[config.mk]
export PLATFORM = sky130hd
export DESIGN_NAME = adc_cic_decim
export DESIGN_NICKNAME = d
export VERILOG_FILES = /design/src/rtl/dsp_pkg.sv /design/src/rtl/cic_comb.sv /design/src/rtl/adc_cic_decim.sv
export SDC_FILE = /design/constraint.sdc
export NUM_CORES = 1
export LEC_CHECK = 0
export CELL_PAD_IN_SITES_DETAIL_PLACEMENT = 0
export CELL_PAD_IN_SITES_GLOBAL_PLACEMENT = 2
export CORE_ASPECT_RATIO = 1.25
export CORE_UTILIZATION = 44
export CTS_CLUSTER_SIZE = 30
export DETAILED_ROUTE_END_ITERATION = 6
export MAX_ROUTING_LAYER = met4
export PLACE_DENSITY = 0.87
export SYNTH_ARGS = -nofsm -noshare
export SYNTH_HDL_FRONTEND = slang
export SYNTH_SLANG_ARGS = --single-unit
[constraint.sdc]
create_clock -name clk -period 10.03 [get_ports clk]
set_input_delay 2.006 -clock clk [delete_from_list [all_inputs] [get_ports clk]]
set_output_delay 2.006 -clock clk [all_outputs]
set_load 0.03 [all_outputs]
[src/rtl/dsp_pkg.sv]
// dsp_pkg -- shared constants and width helpers for the ADC front-end DSP.
//   SAMPLE_W  : ADC / FIR sample width
//   CIC_ORDER : number of integrator/comb sections in the decimator
//   clog2()   : ceiling log2, usable in constant expressions
//   cic_w()   : internal CIC register width for a given decimation ratio
package dsp_pkg;

   localparam int SAMPLE_W  = 12;
   localparam int CIC_ORDER = 2;

   function automatic int clog2(input int v);
      int r;
      r = 0;
      for (int i = 0; i < 31; i++) begin
         if ((1 << i) < v) r = i + 1;
      end
      return r;
   endfunction

   // Growth of an N-th order CIC is N*log2(R) bits on top of the input width.
   function automatic int cic_w(input int r);
      return SAMPLE_W + CIC_ORDER * clog2(r);
   endfunction

endpackage

[src/rtl/cic_comb.sv]
// cic_comb -- one CIC differentiator section with its registered delay.
// On each en: y <= x - d, d <= x. vld follows en by one clock.
// Arithmetic is modulo 2^W; wrap-around is relied on by the CIC.
// Ports:
//   clk, rst   clock, asynchronous active-low reset
//   en         input sample strobe
//   x [W]      input (integrator output or previous comb)
//   vld        output strobe, en delayed one clock
//   y [W]      registered difference
module cic_comb
   import dsp_pkg::*;
#(
   parameter int W = cic_w(16)
) (
   input  logic         clk,
   input  logic         rst,
   input  logic         en,
   input  logic [W-1:0] x,
   output logic         vld,
   output logic [W-1:0] y
);

   logic [W-1:0] d;

   always_ff @(posedge clk or negedge rst) begin
      if (!rst) begin
         d   <= '0;
         y   <= '0;
         vld <= 1'b0;
      end else begin
         vld <= en;
         if (en) begin
            d <= x;
            y <= x - d;
         end
      end
   end

endmodule

[src/rtl/adc_cic_decim.sv]
// adc_cic_decim -- 2nd-order CIC decimator in front of the FIR filters.
// Integrates 12-bit ADC samples on adc_vld, decimates by DEC_R, rounds
// back to 12 bits and presents the result on dout with an f_s pulse held
// high for FS_HI clocks. A result arriving while f_s is still high is
// dropped and sets the sticky ovr flag.
// Pipeline from the last sample of a block: integrator -> comb1 -> comb2
// -> round/output, so f_s rises 3 clocks after that adc_vld edge.
// Build option: define ADC_CIC_DECIM_OFFBIN_EN when adc_din is
// offset-binary; otherwise adc_din is two's complement.
// Ports:
//   clk, rst       clock, asynchronous active-low reset
//   adc_vld        one-cycle sample strobe
//   adc_din [12]   ADC sample
//   dout [12]      signed decimated sample (FIR din)
//   f_s            sample-rate pulse (FIR f_s)
//   ovr            sticky overrun flag
module adc_cic_decim
   import dsp_pkg::*;
#(
   parameter int DEC_R = 16,
   parameter int FS_HI = 4
) (
   input  logic                clk,
   input  logic                rst,
   input  logic                adc_vld,
   input  logic [SAMPLE_W-1:0] adc_din,
   output logic [SAMPLE_W-1:0] dout,
   output logic                f_s,
   output logic                ovr
);

   localparam int LR = clog2(DEC_R);
   localparam int S  = CIC_ORDER * LR;
   localparam int W  = cic_w(DEC_R);
   localparam logic [LR-1:0] PH_LAST = LR'(DEC_R - 1);

   // ---------------- input format ----------------
   logic [SAMPLE_W-1:0] samp;
`ifdef ADC_CIC_DECIM_OFFBIN_EN
   // Offset-binary to two's complement: flip the MSB.
   assign samp = {~adc_din[SAMPLE_W-1], adc_din[SAMPLE_W-2:0]};
`else
   assign samp = adc_din;
`endif

   // ---------------- integrators + phase ----------------
   logic [W-1:0]  x_ext, i1, i2, i1_nxt;
   logic [LR-1:0] phase;
   logic          dec_stb;

   assign x_ext  = {{S{samp[SAMPLE_W-1]}}, samp};
   assign i1_nxt = i1 + x_ext;

   always_ff @(posedge clk or negedge rst) begin
      if (!rst) begin
         i1      <= '0;
         i2      <= '0;
         phase   <= '0;
         dec_stb <= 1'b0;
      end else begin
         dec_stb <= adc_vld && (phase == PH_LAST);
         if (adc_vld) begin
            i1    <= i1_nxt;
            i2    <= i2 + i1_nxt;
            phase <= (phase == PH_LAST) ? '0 : phase + 1'b1;
         end
      end
   end

   // ---------------- comb sections ----------------
   // dec_stb is registered with the final integrator update, so comb1
   // samples the block-end i2 on the next edge regardless of further
   // adc_vld traffic.
   logic         c1_vld, c2_vld;
   logic [W-1:0] c1, c2;

   cic_comb #(.W(W)) u_comb1 (
      .clk (clk),
      .rst (rst),
      .en  (dec_stb),
      .x   (i2),
      .vld (c1_vld),
      .y   (c1)
   );

   cic_comb #(.W(W)) u_comb2 (
      .clk (clk),
      .rst (rst),
      .en  (c1_vld),
      .x   (c1),
      .vld (c2_vld),
      .y   (c2)
   );

   // ---------------- round half up ----------------
   // (c2 + 2^(S-1)) >>> S == floor(c2 / 2^S) + c2[S-1]. Gain is exactly
   // DEC_R^2, so the top bits are pure sign and the add cannot overflow.
   logic [SAMPLE_W-1:0] y;
   logic                unused_lsbs;

   assign y = c2[W-1:S] + {{(SAMPLE_W-1){1'b0}}, c2[S-1]};
   // Bits below the rounding point do not influence y.
   assign unused_lsbs = ^c2[S-2:0];

   // ---------------- output / f_s generator ----------------
   logic [3:0] fs_cnt;

   always_ff @(posedge clk or negedge rst) begin
      if (!rst) begin
         dout   <= '0;
         f_s    <= 1'b0;
         ovr    <= 1'b0;
         fs_cnt <= '0;
      end else if (c2_vld && (fs_cnt == '0)) begin
         dout   <= y;
         f_s    <= 1'b1;
         fs_cnt <= 4'(FS_HI);
      end else begin
         // Result while the previous pulse is still running is dropped.
         if (c2_vld) ovr <= 1'b1;
         if (fs_cnt != '0) fs_cnt <= fs_cnt - 1'b1;
         f_s <= (fs_cnt > 4'd1);
      end
   end

endmodule

### Yosys cells after proc, flatten, opt, wreduce, memory -nomap -nowiden

Index checks and enable logic that the tools add are counted.

* memories: 0
* input port bits: 15
* output and inout bits: 14
* register bits: 145
* bits in writable memories: 0
* bits in read-only memories: 0
* latch bits: 0

* multipliers: 0
* reduce and logical (&&, ||, !) cells: 6
* add/sub/neg operators: 7
* order comparisons: 1
* shift operators: 0
* muxes and demuxes: 4
* bitwise logic cells: 1
* divide/modulo/power cells: 0
* equal/unequal tests: 1

Operators with widths (count)
* $add A20 B20 Y20: 2
* $sub A20 B20 Y20: 2
* $add A12 B1 Y12: 1
* $mux W4: 3
* $add A4 B1 Y4 const B: 1
* $eq A4 B4 Y1 const B: 1
* $gt A4 B1 Y1 const B: 1
* $logic_not A4 Y1: 1
* $reduce_bool A4 Y1: 1
* $sub A4 B1 Y4 const B: 1
* $logic_and A1 B1 Y1: 2
* $reduce_and A2 Y1: 1
* $reduce_bool A2 Y1: 1
* $mux W1: 1
* $not A1 Y1: 1

### Logic depth before layout (Yosys ltp)

Gate-level depths: netlist (run 1).

* depth after elaboration: 4
* depth in mapped cells: 21
* depth with buffers taken out: 21

### Modules after synthesis

From an unflattened synthesis (run 1), not the netlist that was laid out.

* cells, all modules: 1022
* area, all modules: 9686.8 um2

Modules (own cells, without submodules)
* cic_comb: area each 2573.7 um2, cells each 280, times used 2
* adc_cic_decim: area each 4539.4 um2, cells each 462, times used 1

### Least setup slack after synthesis (run 1)

OpenSTA, ideal clock, no wires.

* path type: input to register
* start point: in adc_din[0]
* end point: reg i2[18]
* slack: 4293 ps
* stages on the path: 19
* data arrival time: 5612 ps
* required time: 9905 ps
* buffers on the path: 0
* setup time: 125 ps
* cells stage by stage: ha_1 > fa_1 > a21o_1 > a21oi_1 > o21bai_1 > a21oi_1 > o21bai_1 > nand2b_1 > o21ai_0 > or2_2 > xor2_1 > ha_1 > a21o_1 > a21oi_1 > o21ai_2 > a2111o_1 > a31oi_1 > xnor2_1 > mux2_4

* word-level cells in the longest chain between the ends: 2

RTL lines
* from (decl): RTL line adc_cic_decim.sv:26 `input logic [SAMPLE_W-1:0] adc_din,`
* $add A20 B20 Y20: RTL line adc_cic_decim.sv:52 `assign i1_nxt = i1 + x_ext;`
* via i1_nxt[12]: RTL line adc_cic_decim.sv:47 `logic [W-1:0] x_ext, i1, i2, i1_nxt;`
* $add A20 B20 Y20: RTL line adc_cic_decim.sv:64 `i2 <= i2 + i1_nxt;`
* to (signal assigned): RTL line adc_cic_decim.sv:64
* to (decl): RTL line adc_cic_decim.sv:47

The timed path passes the listed nets, and every way through them passes these cells.
A chain may end at the register's enable or synchronous reset.

### Final worst setup path (run 1)

* start point: in adc_din[0]
* end point: reg i2[17]

Same word-level chain as after synthesis.

==> results.cfg, run 1 <==
[critical_path]
critical_path.max_stage_delay_ns = 0.41
critical_path_class = in2reg
path_cells = clkdlybuf4s50_1 > ha_1 > fa_1 > a21o_1 > a21oi_1 > o21bai_1 > a21oi_1 > o21bai_1 > a21oi_1 > xnor2_1 > ha_1 > nand4_1 > nor4b_1 > nor3_1 > a21oi_1 > nand4_1 > a31oi_1 > o21a_1 > nor2_1 > xnor2_1 > mux2_2
regToRegStartpoint = i1[0]
r2r_slack_ns = 5.32
path_max_fanout = 5
crit_path_frequent_cell = a21oi_1
endpoint_kind = flop
cp_top_family = compound AO/OA/AOI/OAI gates
cp-start-kind = input pin
path_buf_inv = 1
critPathSlowestCell = clkdlybuf4s50_1
arrival_ns = 6.63
crit_start = adc_din[0]
required_ns = 10.33

[clock_tree]
cts-hold-fix-buffers = 0
cts_resized = 0
clk_latency_ns = 0.42
clk_path_buf_depth = 2
cts_sinks = 138
clk_pin_slew_ns = 0.06
tritoncts = built
cts_buffers = 17
htree_num_levels = 4
cts_root_buf = clkbuf_16
cts_setup_buffers = 0

[detailed_routing]
drt-total-wl_mm = 15.6
drc = 0
route.vias.total = 6108
vias_per_cell = 5.33
initialDrtViolationCount = 276
ant_nets = 0
dr.pass1.iters = 4
wire_per_inst_um = 13.6

[global_route]
grtUsageMet2 = 0.324
grt_use_met1 = 0.196
busiest_layer = met2
antenna_found_initial = 0
grt_usage = 0.179
grt_pass1_wl_mm = 27.7
grt_pass1_vias = 6156
grtUsageMet3 = 0.0292
grt_overflow = 0
grt_max_degree = 76

[synth]
synth_top_area_frac = 0.407
yosys-top-cells-area = dfrtp_1, ha_1, mux2_2, o21ai_0, xnor2_1
yosysUniqueCellTypes = 57
synthCells = 872
syn_avg_cell_area_um2 = 9.73
syn_nets = 972
async_flop_share = 1.00
synth-seq-cells = 138
yosys_warnings = 0
seq_area_frac_synth = 0.407
synth_edf_count = 0
netlist_area_mm2 = 0.00848
synthFlopType = dfrtp_1
yosysTopAreaCell = dfrtp_1

[sta]
min_period_ns = 6.32
hold_viol = 0
period_share = 0.630
drv_slew = 0
rsz0062_at_grt = false
slew_headroom = 0.234
fmax_ghz = 0.158
worstMarginPinSlew_ns = 1.15
fin_worst_skew_ns = 0.0133
setup_viol = 0
setup-tns-final_ns = 0

[finish]
ff_latch_area_mm2 = 0.00345
fillCellCount = 1730
nets = 1001
antenna_cells = 0
multi_input_area_mm2 = 0.00474
drive_gt1_frac = 0.115
syn_to_final_growth_pct = 13.4
final_cell_mix = dfrtp_1, nand2_1, ha_1
final_common_cell = dfrtp_1

[floorplan]
dieArea_mm2 = 0.0198
io_pins = 29
die_x_um = 126
start_util = 0.450
die_y_um = 157
fp-row-count = 56
core_area_mm2 = 0.0188

[placed_design]
hpwl_mm = 11.2
io_buffers = 28
gp_congestion = 0.863

[job]
maxCapViolations = 0

[hold_path]
hold_start = ovr
hp-class = reg2reg

[outcome]
status = completed
-- sequential cells by signal, indices dropped and copies added, names as in the netlist, 4 cells and up --
register   flops
dout          12
u_comb2.y     13
fs_cnt         4
phase          4
i2            20
i1            20
u_comb2.d     20
u_comb1.y     20
u_comb1.d     20
-- cells in the mapped netlist (3+ instances only) --
master,n
a211oi_1,6
xor2_1,24
and3_1,7
o21bai_1,7
nor3_1,12
xnor2_1,43
mux2_2,53
mux2i_1,4
clkbuf_1,20
nor2b_1,5
o21ai_1,3
o31ai_1,8
a31o_2,3
a21o_1,30
fa_1,3
o2bb2ai_1,3
inv_1,54
nand3b_1,3
nor2_1,49
nand2b_1,8
or3_1,4
o21ai_0,78
ha_1,82
nand3_1,11
o211ai_1,4
or2_2,5
dfrtp_1,138
nand4_1,6
nand2_1,91
o21a_1,9
a21oi_1,61
-- logic make-up (layout without fill, tap and decap cells) --
family / after synthesis / in the layout / share of synthesized area
xor gates and xnor gates: 67 / 67 / 0.0692
DFF: 138 / 138 / 0.407
AOI/OAI and AO/OA: 238 / 238 / 0.174
and+or+nand+nor: 208 / 208 / 0.111
adders and majority gates: 85 / 85 / 0.128
muxes: 58 / 58 / 0.0769
buffers and inverters: 78 / 120 / 0.0345
-- through the flow --
step	worst slack, ns	hold WS (ns)	instance area, um^2	utilization	cells
after floorplan	4.29	0.352	8480	-	872
after global placement	3.50	0.441	9000	0.477	1114
after detailed placement	3.36	0.460	9000	0.477	1114
after CTS	3.78	0.474	9620	0.510	1146
after global routing	3.35	0.496	9620	0.510	1146
final	3.71	0.463	9620	0.510	1146
-- routing by layer --
layer	part of all wire	wire length [um]	vias up
li1	-	-	3135
met1	0.45	7020	2904
met2	0.52	8090	58
met3	0.018	279	11
met4	0.011	166	0
met5	0	0	-
-- worst paths after layout --
check	to	cells past startpoint
min in group asynchronous	u_comb2.d[2]	1
worst max-delay path	i2[17]	21
worst max register to register	i2[17]	20
worst min register to register	ovr	1
worst min-delay path	ovr	1
max in group asynchronous	dout[11]	2
-- area by class of cell --
| type | count | area share |
|---|---|---|
| Multi-Input combinational cell | 656 | 0.493 |
| Inverter | 56 | 0.0219 |
| Clock buffer | 20 | 0.0464 |
| Clock inverter | 12 | 0.0180 |
| Timing Repair Buffer | 32 | 0.0319 |
| Tap cell | 232 | 0.0302 |
| Sequential cell | 138 | 0.359 |
Power of run 1 is left out: the tool's default activity adds up to more than one toggle a clock period on the data nets, which glitch-free logic cannot reach.
==> inputs of run 2 (changes only) <==
--- a/config.mk
+++ b/config.mk
@@ -8,11 +8,11 @@
 export CELL_PAD_IN_SITES_DETAIL_PLACEMENT = 0
 export CELL_PAD_IN_SITES_GLOBAL_PLACEMENT = 2
 export CORE_ASPECT_RATIO = 1.25
-export CORE_UTILIZATION = 44
+export CORE_UTILIZATION = 37
 export CTS_CLUSTER_SIZE = 30
 export DETAILED_ROUTE_END_ITERATION = 6
 export MAX_ROUTING_LAYER = met4
-export PLACE_DENSITY = 0.87
+export PLACE_DENSITY = 0.78
 export SYNTH_ARGS = -nofsm -noshare
 export SYNTH_HDL_FRONTEND = slang
 export SYNTH_SLANG_ARGS = --single-unit
==> constraint.sdc (replaced) <==
create_clock -name clk -period 5.35 [get_ports clk]
set_input_delay 1.07 -clock clk [delete_from_list [all_inputs] [get_ports clk]]
set_output_delay 1.07 -clock clk [all_outputs]
set_load 0.03 [all_outputs]
==> run 2 against run 1 <==
First-iteration DRC count down 29%. Core utilization fell by 7.1 points. Sequential share of layout area fell by 0.72 points. Clock skew down 0.0013 ns.
==> results.cfg, run 2 (same netlist as run 1, synthesis figures left out) <==
[sta]
period_share = 0.926
worstMarginPinSlew_ns = 0.918
min_period_ns = 4.96
whs_ns = 0.459
fin_worst_skew_ns = 0.0121
setup_ws_ns = 0.394
slew_headroom = 0.388
setup_viol = 0
drv_slew = 0
fmax_ghz = 0.202
rsz0062_at_grt = false
hold_viol = 0

[finish]
drive_gt1_frac = 0.130
fillCellCount = 2191
final_common_cell = dfrtp_1
nets = 1015
final_cell_mix = dfrtp_1, nand2_1, ha_1
syn_to_final_growth_pct = 15.8
antenna_cells = 0
final_cells = 1211

[detailed_routing]
initialDrtViolationCount = 195
wire_per_inst_um = 12.8
ant_nets = 0
drt-total-wl_mm = 15.5
dr.pass1.iters = 4
route.vias.total = 5991
drc = 0
vias_per_cell = 4.95

[clock_tree]
cts_root_buf = clkbuf_16
cts_resized = 0
cts_setup_buffers = 0
htree_num_levels = 4
cts_buffers = 17
tritoncts = built
cts-hold-fix-buffers = 0
clk_pin_slew_ns = 0.06
cts_sinks = 138
clk_path_buf_depth = 2
clk_latency_ns = 0.42

[critical_path]
critical_path_class = in2reg
path_max_fanout = 3
arrival_ns = 5.26
required_ns = 5.66
endpoint_kind = flop
cp-start-kind = input pin
reg2regPathDepth = 19

[floorplan]
io_pins = 29
dieArea_mm2 = 0.0235
core_area_mm2 = 0.0224
start_util = 0.379
die_y_um = 171
fp-row-count = 61
die_x_um = 137

[outcome]
status = completed

[global_route]
grt_usage = 0.155
grt_max_degree = 102
grt_pass1_vias = 6080
grt_pass1_wl_mm = 28.3
antenna_found_initial = 0
grt_overflow = 0

[job]
maxCapViolations = 0

[placed_design]
io_buffers = 28
dp_cells = 1179
gp_congestion = 0.784
post-place-ws_ns = -0.0666
hpwl_mm = 11.2

[hold_path]
hp-class = reg2reg
holdPathStages = 1
## run 2: stage by stage
stage | utilization | TNS, ns | cell area, um^2
2_1_floorplan | - | 0 | 8480
3_3_place_gp | 0.410 | 0 | 9170
4_1_cts | 0.439 | 0 | 9820
5_1_grt | 0.439 | 0 | 9820
6_report | 0.439 | 0 | 9820
3_5_place_dp | 0.410 | -0.103 | 9170
## run 2: worst max-delay path: stages
cell,delay [ns]
clkdlybuf4s50_1,0.40
ha_1,0.22
fa_1,0.41
a21o_1,0.17
a21oi_1,0.18
o21bai_1,0.09
a21oi_1,0.19
o21bai_1,0.14
nand2b_1,0.11
o21ai_0,0.09
or2_2,0.29
xor2_1,0.24
ha_1,0.30
a21o_1,0.17
a21oi_1,0.16
o21ai_2,0.08
a2111o_1,0.40
a31oi_1,0.20
xnor2_1,0.08
mux2_4,0.25
## run 2: path summary, 6_finish.rpt
check / slack (ns) / from / end
worst max-delay path: 0.39 / adc_din[0] / i2[18]
worst min-delay path: 0.46 / ovr / ovr
worst max register to register: 1.08 / i1[0] / i2[18]
worst min register to register: 0.46 / ovr / ovr
max in group asynchronous: 3.51 / rst / i1[6]
min in group asynchronous: 0.77 / rst / u_comb2.d[1]
## run 2: cell type report
cell class	count	area [um^2]	share of cell area
multi-input combinational	656	4740	0.483
clock inverter	15	223	0.0227
sequential	138	3450	0.352
timing repair buffer	46	412	0.0419
tap	283	354	0.0361
inverter	56	210	0.0214
clock buffer	17	425	0.0433
## run 2: metal layers
metal / vias to the layer above / share of wire / track usage
met5: - / 0 / -
met2: 46 / 0.48 / 0.258
met4: 0 / 0.018 / 0.0597
met3: 18 / 0.011 / 0.0203
met1: 2763 / 0.49 / 0.189
li1: 3164 / - / -
Power of run 2 is left out for the same reason.
==> inputs of run 3 (changes only) <==
--- a/config.mk
+++ b/config.mk
@@ -9,7 +9,7 @@
 export CELL_PAD_IN_SITES_GLOBAL_PLACEMENT = 2
 export CORE_ASPECT_RATIO = 1.25
 export CORE_UTILIZATION = 37
-export CTS_CLUSTER_SIZE = 30
+export CTS_CLUSTER_SIZE = 8
 export DETAILED_ROUTE_END_ITERATION = 6
 export MAX_ROUTING_LAYER = met4
 export PLACE_DENSITY = 0.78
==> results of run 3 <==
The final DEF is identical to that of run 2; final timing and power are the same.
Power of run 3 is left out for the same reason.
